[src/rtl/synth_pkg.sv]
// Shared types and constants for the synth voice blocks.
package synth_pkg;

  // Full-scale envelope level.
  localparam int unsigned LEVEL_MAX = 255;

  // Envelope generator states.
  typedef enum logic [1:0] {
    EnvIdle,
    EnvAttack,
    EnvHold,
    EnvRelease
  } env_state_t;

endpackage

[src/rtl/noise_env.sv]
// Attack/hold/release envelope generator; advances only on sample ticks.
// Level saturates at LEVEL_MAX and 0. LEVEL_W is expected to be at least 8.
module noise_env
  import synth_pkg::*;
#(
  parameter int unsigned LEVEL_W = 8
) (
  input  logic               clk,
  input  logic               reset_n,
  input  logic               tick,
  input  logic               gate,
  input  logic [7:0]         attack_step,
  input  logic [7:0]         release_step,
  output logic [LEVEL_W-1:0] level
);

  localparam logic [LEVEL_W-1:0] LevelFull = LEVEL_W'(LEVEL_MAX);

  env_state_t         state_q, state_d;
  logic [LEVEL_W-1:0] level_q, level_d;
  logic [31:0]        att_sum;
  logic [LEVEL_W-1:0] att_sat;
  logic [LEVEL_W-1:0] rel_sat;

  // Saturating step arithmetic, widened so the add cannot wrap.
  always_comb begin
    att_sum = 32'(level_q) + 32'(attack_step);
    att_sat = (att_sum >= LEVEL_MAX) ? LevelFull : LEVEL_W'(att_sum);
    rel_sat = (32'(level_q) > 32'(release_step)) ? (level_q - LEVEL_W'(release_step))
                                                  : '0;
  end

  // Next state and level; a gate change wins over the step in the same tick.
  always_comb begin
    state_d = state_q;
    level_d = level_q;
    if (tick) begin
      case (state_q)
        EnvIdle: begin
          level_d = '0;
          if (gate) state_d = EnvAttack;
        end
        EnvAttack: begin
          if (!gate) begin
            state_d = EnvRelease;
          end else if (attack_step != 8'd0) begin
            level_d = att_sat;
            if (att_sat == LevelFull) state_d = EnvHold;
          end
        end
        EnvHold: begin
          level_d = LevelFull;
          if (!gate) state_d = EnvRelease;
        end
        EnvRelease: begin
          // Retrigger resumes attack from the current level.
          if (gate) begin
            state_d = EnvAttack;
          end else if (release_step != 8'd0) begin
            level_d = rel_sat;
            if (rel_sat == '0) state_d = EnvIdle;
          end
        end
        default: begin
          state_d = EnvIdle;
          level_d = '0;
        end
      endcase
    end
  end

  // Envelope state register.
  always_ff @(posedge clk or negedge reset_n) begin
    if (!reset_n) begin
      state_q <= EnvIdle;
      level_q <= '0;
    end else begin
      state_q <= state_d;
      level_q <= level_d;
    end
  end

  assign level = level_q;

endmodule

[src/rtl/noise_voice.sv]
// Noise voice: divides the clock to a sample tick, strobes the LFSR, scales
// the noise word by the envelope level and offers it on a valid/ready port.
// Tick cycle T -> product formed in T+1 -> sample_valid in T+2.
module noise_voice
  import synth_pkg::*;
#(
  parameter int unsigned CLK_DIV = 2268,
  parameter int unsigned LEVEL_W = 8
) (
  input  logic        clk,
  input  logic        reset_n,
  input  logic        gate,
  input  logic [7:0]  attack_step,
  input  logic [7:0]  release_step,
  output logic        lfsr_enable,
  input  logic [15:0] lfsr_data,
  output logic [15:0] sample,
  output logic        sample_valid,
  input  logic        sample_ready,
  output logic [7:0]  overrun_cnt
);

  localparam int unsigned CntW = $clog2(CLK_DIV);
  localparam int unsigned PW   = LEVEL_W + 16;
  localparam logic [CntW-1:0] CntLast = CntW'(CLK_DIV - 1);

  logic [CntW-1:0]    tick_cnt_q, tick_cnt_d;
  logic               tick_q, tick_d;
  logic               pend_q, pend_d;
  logic [15:0]        sample_q, sample_d;
  logic               valid_q, valid_d;
  logic [7:0]         ovr_q, ovr_d;
  logic [LEVEL_W-1:0] level;
  logic [PW-1:0]      noise_ext;
  logic [PW-1:0]      level_ext;
  logic signed [PW-1:0] product;
  logic [15:0]        sample_new;
  logic               accept;

  noise_env #(
    .LEVEL_W(LEVEL_W)
  ) u_env (
    .clk         (clk),
    .reset_n     (reset_n),
    .tick        (tick_q),
    .gate        (gate),
    .attack_step (attack_step),
    .release_step(release_step),
    .level       (level)
  );

  // Tick divider; the registered tick lands CLK_DIV cycles after reset release.
  always_comb begin
    tick_cnt_d = (tick_cnt_q == CntLast) ? '0 : tick_cnt_q + CntW'(1);
    tick_d     = (tick_cnt_q == CntLast);
    pend_d     = tick_q;
  end

  // Signed noise times unsigned level, floored back to 16 bits.
  always_comb begin
    noise_ext  = {{LEVEL_W{lfsr_data[15]}}, lfsr_data};
    level_ext  = {16'd0, level};
    product    = $signed(noise_ext) * $signed(level_ext);
    sample_new = 16'(product >>> LEVEL_W);
  end

  // Output handshake: load when free or draining this cycle, else count a drop.
  always_comb begin
    sample_d = sample_q;
    valid_d  = valid_q;
    ovr_d    = ovr_q;
    accept   = valid_q & sample_ready;
    if (accept) valid_d = 1'b0;
    if (pend_q) begin
      if (!valid_q || accept) begin
        sample_d = sample_new;
        valid_d  = 1'b1;
      end else if (ovr_q != 8'hFF) begin
        ovr_d = ovr_q + 8'd1;
      end
    end
  end

  // Tick timing registers.
  always_ff @(posedge clk or negedge reset_n) begin
    if (!reset_n) begin
      tick_cnt_q <= '0;
      tick_q     <= 1'b0;
      pend_q     <= 1'b0;
    end else begin
      tick_cnt_q <= tick_cnt_d;
      tick_q     <= tick_d;
      pend_q     <= pend_d;
    end
  end

  // Output sample registers.
  always_ff @(posedge clk or negedge reset_n) begin
    if (!reset_n) begin
      sample_q <= '0;
      valid_q  <= 1'b0;
      ovr_q    <= '0;
    end else begin
      sample_q <= sample_d;
      valid_q  <= valid_d;
      ovr_q    <= ovr_d;
    end
  end

  assign lfsr_enable  = tick_q;
  assign sample       = sample_q;
  assign sample_valid = valid_q;
  assign overrun_cnt  = ovr_q;

endmodule

[config.mk]
export PLATFORM = sky130hd
export DESIGN_NAME = noise_voice
export DESIGN_NICKNAME = d
export VERILOG_FILES = /design/src/rtl/synth_pkg.sv /design/src/rtl/noise_env.sv /design/src/rtl/noise_voice.sv
export SDC_FILE = /design/constraint.sdc
export NUM_CORES = 1
export LEC_CHECK = 0
export ABC_AREA = 1
export CAP_MARGIN = 5
export CELL_PAD_IN_SITES_DETAIL_PLACEMENT = 1
export CELL_PAD_IN_SITES_GLOBAL_PLACEMENT = 1
export CORE_UTILIZATION = 32
export DETAILED_ROUTE_END_ITERATION = 10
export GPL_ROUTABILITY_DRIVEN = 0
export PLACE_DENSITY_LB_ADDON = 0.1
export SYNTH_ARGS = -nofsm -noshare
export SYNTH_HDL_FRONTEND = slang
export SYNTH_SLANG_ARGS = --single-unit
[constraint.sdc]
create_clock -name clk -period 6.33 [get_ports clk]
set_input_delay 1.899 -clock clk [delete_from_list [all_inputs] [get_ports clk]]
set_output_delay 1.899 -clock clk [all_outputs]
set_load 0.1 [all_outputs]
Yosys cells after proc, flatten, opt, wreduce, memory -nomap -nowiden. Cells that the tools add are included.

$lt $le $gt $ge: 2. Multiplexer cells: 20. Bitwise gates (word level): 2. Reductions and logical operators: 10. $add $sub $neg: 4. Equal/unequal tests: 16. $mul: 1.

Operator list (count): 2-to-1 mux 8 bit (6); >= comparator 32 x 8 -> 1 bit (second input constant) (1); case mux 8 bit (4 select lines) (1); multiplier 16 x 9 -> 24 bit (1); 2-to-1 mux 2 bit (8); nonzero test 8 bit (2); adder 12 x 1 -> 12 bit (second input constant) (1); == test 12 bit (second input constant) (1); 2-to-1 mux 12 bit (1); != test 3 x 2 -> 1 bit (second input constant) (4); adder 8 x 8 -> 9 bit (1); adder 8 x 1 -> 8 bit (second input constant) (1); == test 8 bit (second input constant) (1); greater-than comparator 8 bit (1); logical NOT 8 bit (1); != test 2 bit (second input constant) (4); != test 8 bit (second input constant) (1); case mux 2 bit (4 select lines) (1); subtractor 8 bit (1); AND reduction 7 bit (1); AND reduction 5 bit (1); == test 2 bit (second input constant) (2); != test 2 x 1 -> 1 bit (second input constant) (2); 2-to-1 mux 1 bit (3); other kinds (8) (8).

Bits of input ports: 36. Bits in registers: 49. Logic and storage cells: 63.

Depth between registers and ports, before layout.
Depth in word-level cells: 8. Depth in mapped cells: 23. Gate-level depth less buffers: 22.

By module. A second synthesis with hierarchy kept.

Cell total of the unflattened synthesis: 1117. Area, all modules: 8064.0 µm².

By module, submodules not included: noise_voice (times used 1, cells an instance 844, seq. area each 975.9 µm², area each 6357.3 µm²); noise_env (times used 1, cells an instance 273, seq. area each 250.2 µm², area each 1706.6 µm²).

Worst setup path before layout. OpenSTA, ideal clock, no wires.

Path kind: input-to-reg. From: in lfsr_data[15]. To: reg sample_q[15], in the netlist sample[15]. Arrival time: 5.730 ns. Buffers on the path: 1. Setup time: 0.120 ns. Data required time: 6.210 ns. Path slack: 0.480 ns. Stages: 20. Path through: clkbuf_1 nand2_1 inv_1 fa_1 inv_1 fa_1 inv_1 fa_1 inv_1 fa_1 inv_1 ha_1 a21oi_1 nor2_1 o21ai_0 nand3b_1 a21oi_1 nand3_1 nand3_1 nand2_1.

Longest elaborated chain between the ends: 1.

RTL lines: start: declaration (line noise_voice.sv:16) `input logic [15:0] lfsr_data,`; multiplier 16 x 9 -> 24 bit (line noise_voice.sv:63) `product = $signed(noise_ext) * $signed(level_ext);`; end signal: assignment (line noise_voice.sv:104) `sample_q <= sample_d;`; end: declaration (line noise_voice.sv:30) `logic [15:0] sample_q, sample_d;`.

No other way between the ends. A chain may end at the register's enable or synchronous reset.

Worst setup path in the final report.
From: in lfsr_data[10]. To: reg sample_q[10], in the netlist sample[10].

Same word-level chain as after synthesis.

==> key figures <==
STA
  • Maximum clock rate: 165 MHz
  • Final worst-path cycle share: 0.959
  • Min Tclk post-route: 6070 ps
  • Final number of setup-violating endpoints: 0
  • Worst-margin pin slew: 1020 ps
  • Hold_ws: 489 ps
  • Unrepaired setup endpoints after global routing: false
  • Worst Setup Slack, final: 261 ps
  • Final-report hold violation count: 0
  • Headroom to the max-slew limit: 0.319
  • Skew final: 9.21 ps
  • Pins over their slew limit: 0

Critical path
  • Critical path buffers and inverters: 7
  • Startpoint types: input port
  • Critical path's largest stage delay: 550 ps
  • Cells along the critical path: clkdlybuf4s50_1 > buf_4 > buf_4 > nand2_1 > inv_1 > fa_1 > fa_1 > fa_1 > inv_1 > fa_1 > inv_1 > ha_1 > nand2_1 > nand2_1 > a21oi_1 > buf_4 > nand3_1 > xnor2_1 > o21ai_0
  • Crit path max fanout: 4
  • WP data required: 6470 ps
  • Slowest stage cell, crit path: fa_1
  • Critical path class: in -> reg
  • Crit path top cell by count: fa_1
  • CP Data Arrival Time: 6210 ps
  • Crit-path leading delay family: adder cells
  • Worst setup EP type: flip-flop

CTS
  • Worst skew pair latency: 280 ps
  • Clk buf depth: 2
  • Hold-fix buffers, CTS: 0
  • TritonCTS buffer count: 5
  • Clock sinks: 49
  • Root buf cell: clkbuf_16
  • Clk slew on worst S/H paths: 70 ps
  • H-Tree Depth: 2
  • CTS tree: built

Synth
  • FFs w/ async S/R, synth: 1.00
  • Synth Register Bits: 49
  • Top_reg_cell synth: dfrtp_1
  • Avg Inst Size Synth: 7.24 um2
  • Area contributors post-synth: fa_1 (25%), dfrtp_1 (15%), nand2_1 (14%)
  • Yosys top cell by area: fa_1
  • Synthesized area: 0.00802 mm2
  • Synth cell count leaders: nand2_1 (304), inv_1 (288), fa_1 (101), ha_1 (65), dfrtp_1 (49)
  • Mapped Nets: 1309
  • Post-synth EDFFs: 0
  • Top-count cell post-synth: nand2_1
  • Mapped Cells: 1107
  • Cell variety after synth: 47
  • Sequential area share after synthesis: 0.153
  • Warning count from the yosys run: 0
  • Post-synth top area share: 0.252

Floorplanning
  • Core box area: 0.0245 mm2
  • Die Span X: 160 um
  • Starting density of the core: 0.328
  • Top-level I/O count: 62
  • Row count: 57
  • Die height: 160 um
  • Die ar.: 0.0257 mm2

Pwr
  • P_leak: 5.76 nW
  • Total power: 0.000665 W
  • Worst vdd ir: 0.154 mV
  • Pwr dens: 68.3 mW/mm2

Drt
  • Post-Route WL: 22300 um
  • 1st-iter DRT viols: 233
  • DRC viols: 0
  • Routed WL per cell: 14.4 um
  • First-pass DRT Iterations: 4
  • Met2 WL: 11500 um
  • Met3 wire len: 399 um
  • Top Layer Used: met4
  • Via/cell ratio: 4.51
  • Wl on met1: 10200 um
  • Remaining antenna violation count: 0
  • Vias: 6994

GRT
  • Largest net degree at the start of global routing: 50
  • Initial antenna violation count: 0
  • First-pass GRT wire length: 38300 um
  • Global route overflow: 0
  • Global Route Usage Sum: 0.184
  • Via count of the first global-routing pass: 7710

Run
  • Maxcap violations: 0

Place
  • Port bufs: 61
  • DPL Wire Length: 19300 um
  • Post-placement setup slack: -229 ps

Final layout
  • Fraction of layout instances using a drive strength above 1: 0.112
  • Ant diodes: 0
  • Synth-to-layout area growth: 21.6%
  • Final net count: 1429
  • Final core utilization: 0.399

Hold path
  • Hold crit path type: reg -> reg

Run status
  • Outcome: finished, final reports clean
## tightest hold or removal path, delay by kind of cell, from the launching register on
kind             cells  cell delay [ps]
AND/OR/NAND/NOR      2              110
flip-flops           1              350
## worst paths after layout
path	from	end	slack, ps	cells after the start
min in group asynchronous	reset_n	u_env.state_q[1]	1730	2
worst max-delay path	lfsr_data[10]	sample[10]	260	19
worst min register to register	sample[15]	sample[15]	490	2
max in group asynchronous	reset_n	u_env.level[6]	4160	2
worst min-delay path	sample[15]	sample[15]	490	2
worst max register to register	u_env.level[2]	sample[10]	1480	18
## metal layers
metal / GRT usage / vias to the layer above
li1: - / 3521
met1: 0.232 / 3402
met2: 0.349 / 63
met3: 0.0106 / 8
met4: 0.0242 / 0
met5: 0 / -
## placed cells by master (no fill, tap or decap), types with 2 or more instances in the layout
master and instances:
ha_1 64, buf_4 88, nor4_1 5, inv_2 2, nand3_1 45, fa_1 100, a31oi_1 9, nand2_2 11
clkdlybuf4s50_1 53, nor2_1 44, xnor2_1 15, nand3_2 3, a21oi_1 31, xor2_1 10, nand4_1 11, dfrtp_1 49
o21ai_1 4, o21ai_2 2, nor3_2 3, o21ai_0 21, nand2_1 303, o31ai_1 2, nand3b_1 7, a21o_1 9
dlymetal6s2s_1 7, o21a_1 2, inv_1 288, nor2_2 3, clkbuf_16 5, nand2_4 2, nor3_1 4
## cell type report
| class | instances | area [um2] |
|---|---|---|
| tap | 324 | 405 |
| multi-input combinational | 730 | 5590 |
| timing repair buffer | 149 | 1280 |
| sequential | 49 | 1230 |
| clock inverter | 2 | 13.8 |
| fill | 3090 | 14700 |
| clock buffer | 6 | 129 |
| inverter | 292 | 1100 |
## metrics by stage
step / TNS [ps] / area, um2 / std cells
6_report: 0 / 9750 / 1552
2_1_floorplan: 0 / 8020 / 1107
4_1_cts: 0 / 9680 / 1552
3_3_place_gp: -773 / 9530 / 1544
3_5_place_dp: -1150 / 9530 / 1544
5_1_grt: 0 / 9750 / 1552
## power by group
| group | switching, W | internal, W |
|---|---|---|
| combinational | 0.0000488 | 0.0000395 |
| clock | 0.000117 | 0.000148 |
| sequential | 0.0000000000000000000194 | 0.000313 |
## cell families (layout without fill, tap and decap cells)
group / count (synthesis) / after routing / share of synthesized area
and+or+nand+nor: 452 / 452 / 0.246
buffers and inverters: 328 / 449 / 0.156
adders and majority gates: 166 / 166 / 0.354
AOI/OAI and AO/OA: 86 / 86 / 0.0626
DFF: 49 / 49 / 0.153
xor gates and xnor gates: 25 / 25 / 0.0273
muxes: 1 / 1 / 0.00140
## what timing repair did
item / 4_1_cts / 5_1_grt
endpoints found under the hold margin: 0 / 0
setup endpoints to repair: 0 / 11
setup buffers: 0 / 0
resized for setup: 0 / 20
## sequential cells by signal (all words and copies together), names as in the netlist
register	cells
pend_q	1
sample	16
overrun_cnt	8
sample_valid	1
u_env.level	8
tick_cnt_q	12
u_env.state_q	2
lfsr_enable	1
Power figures use the tool's default switching activity.
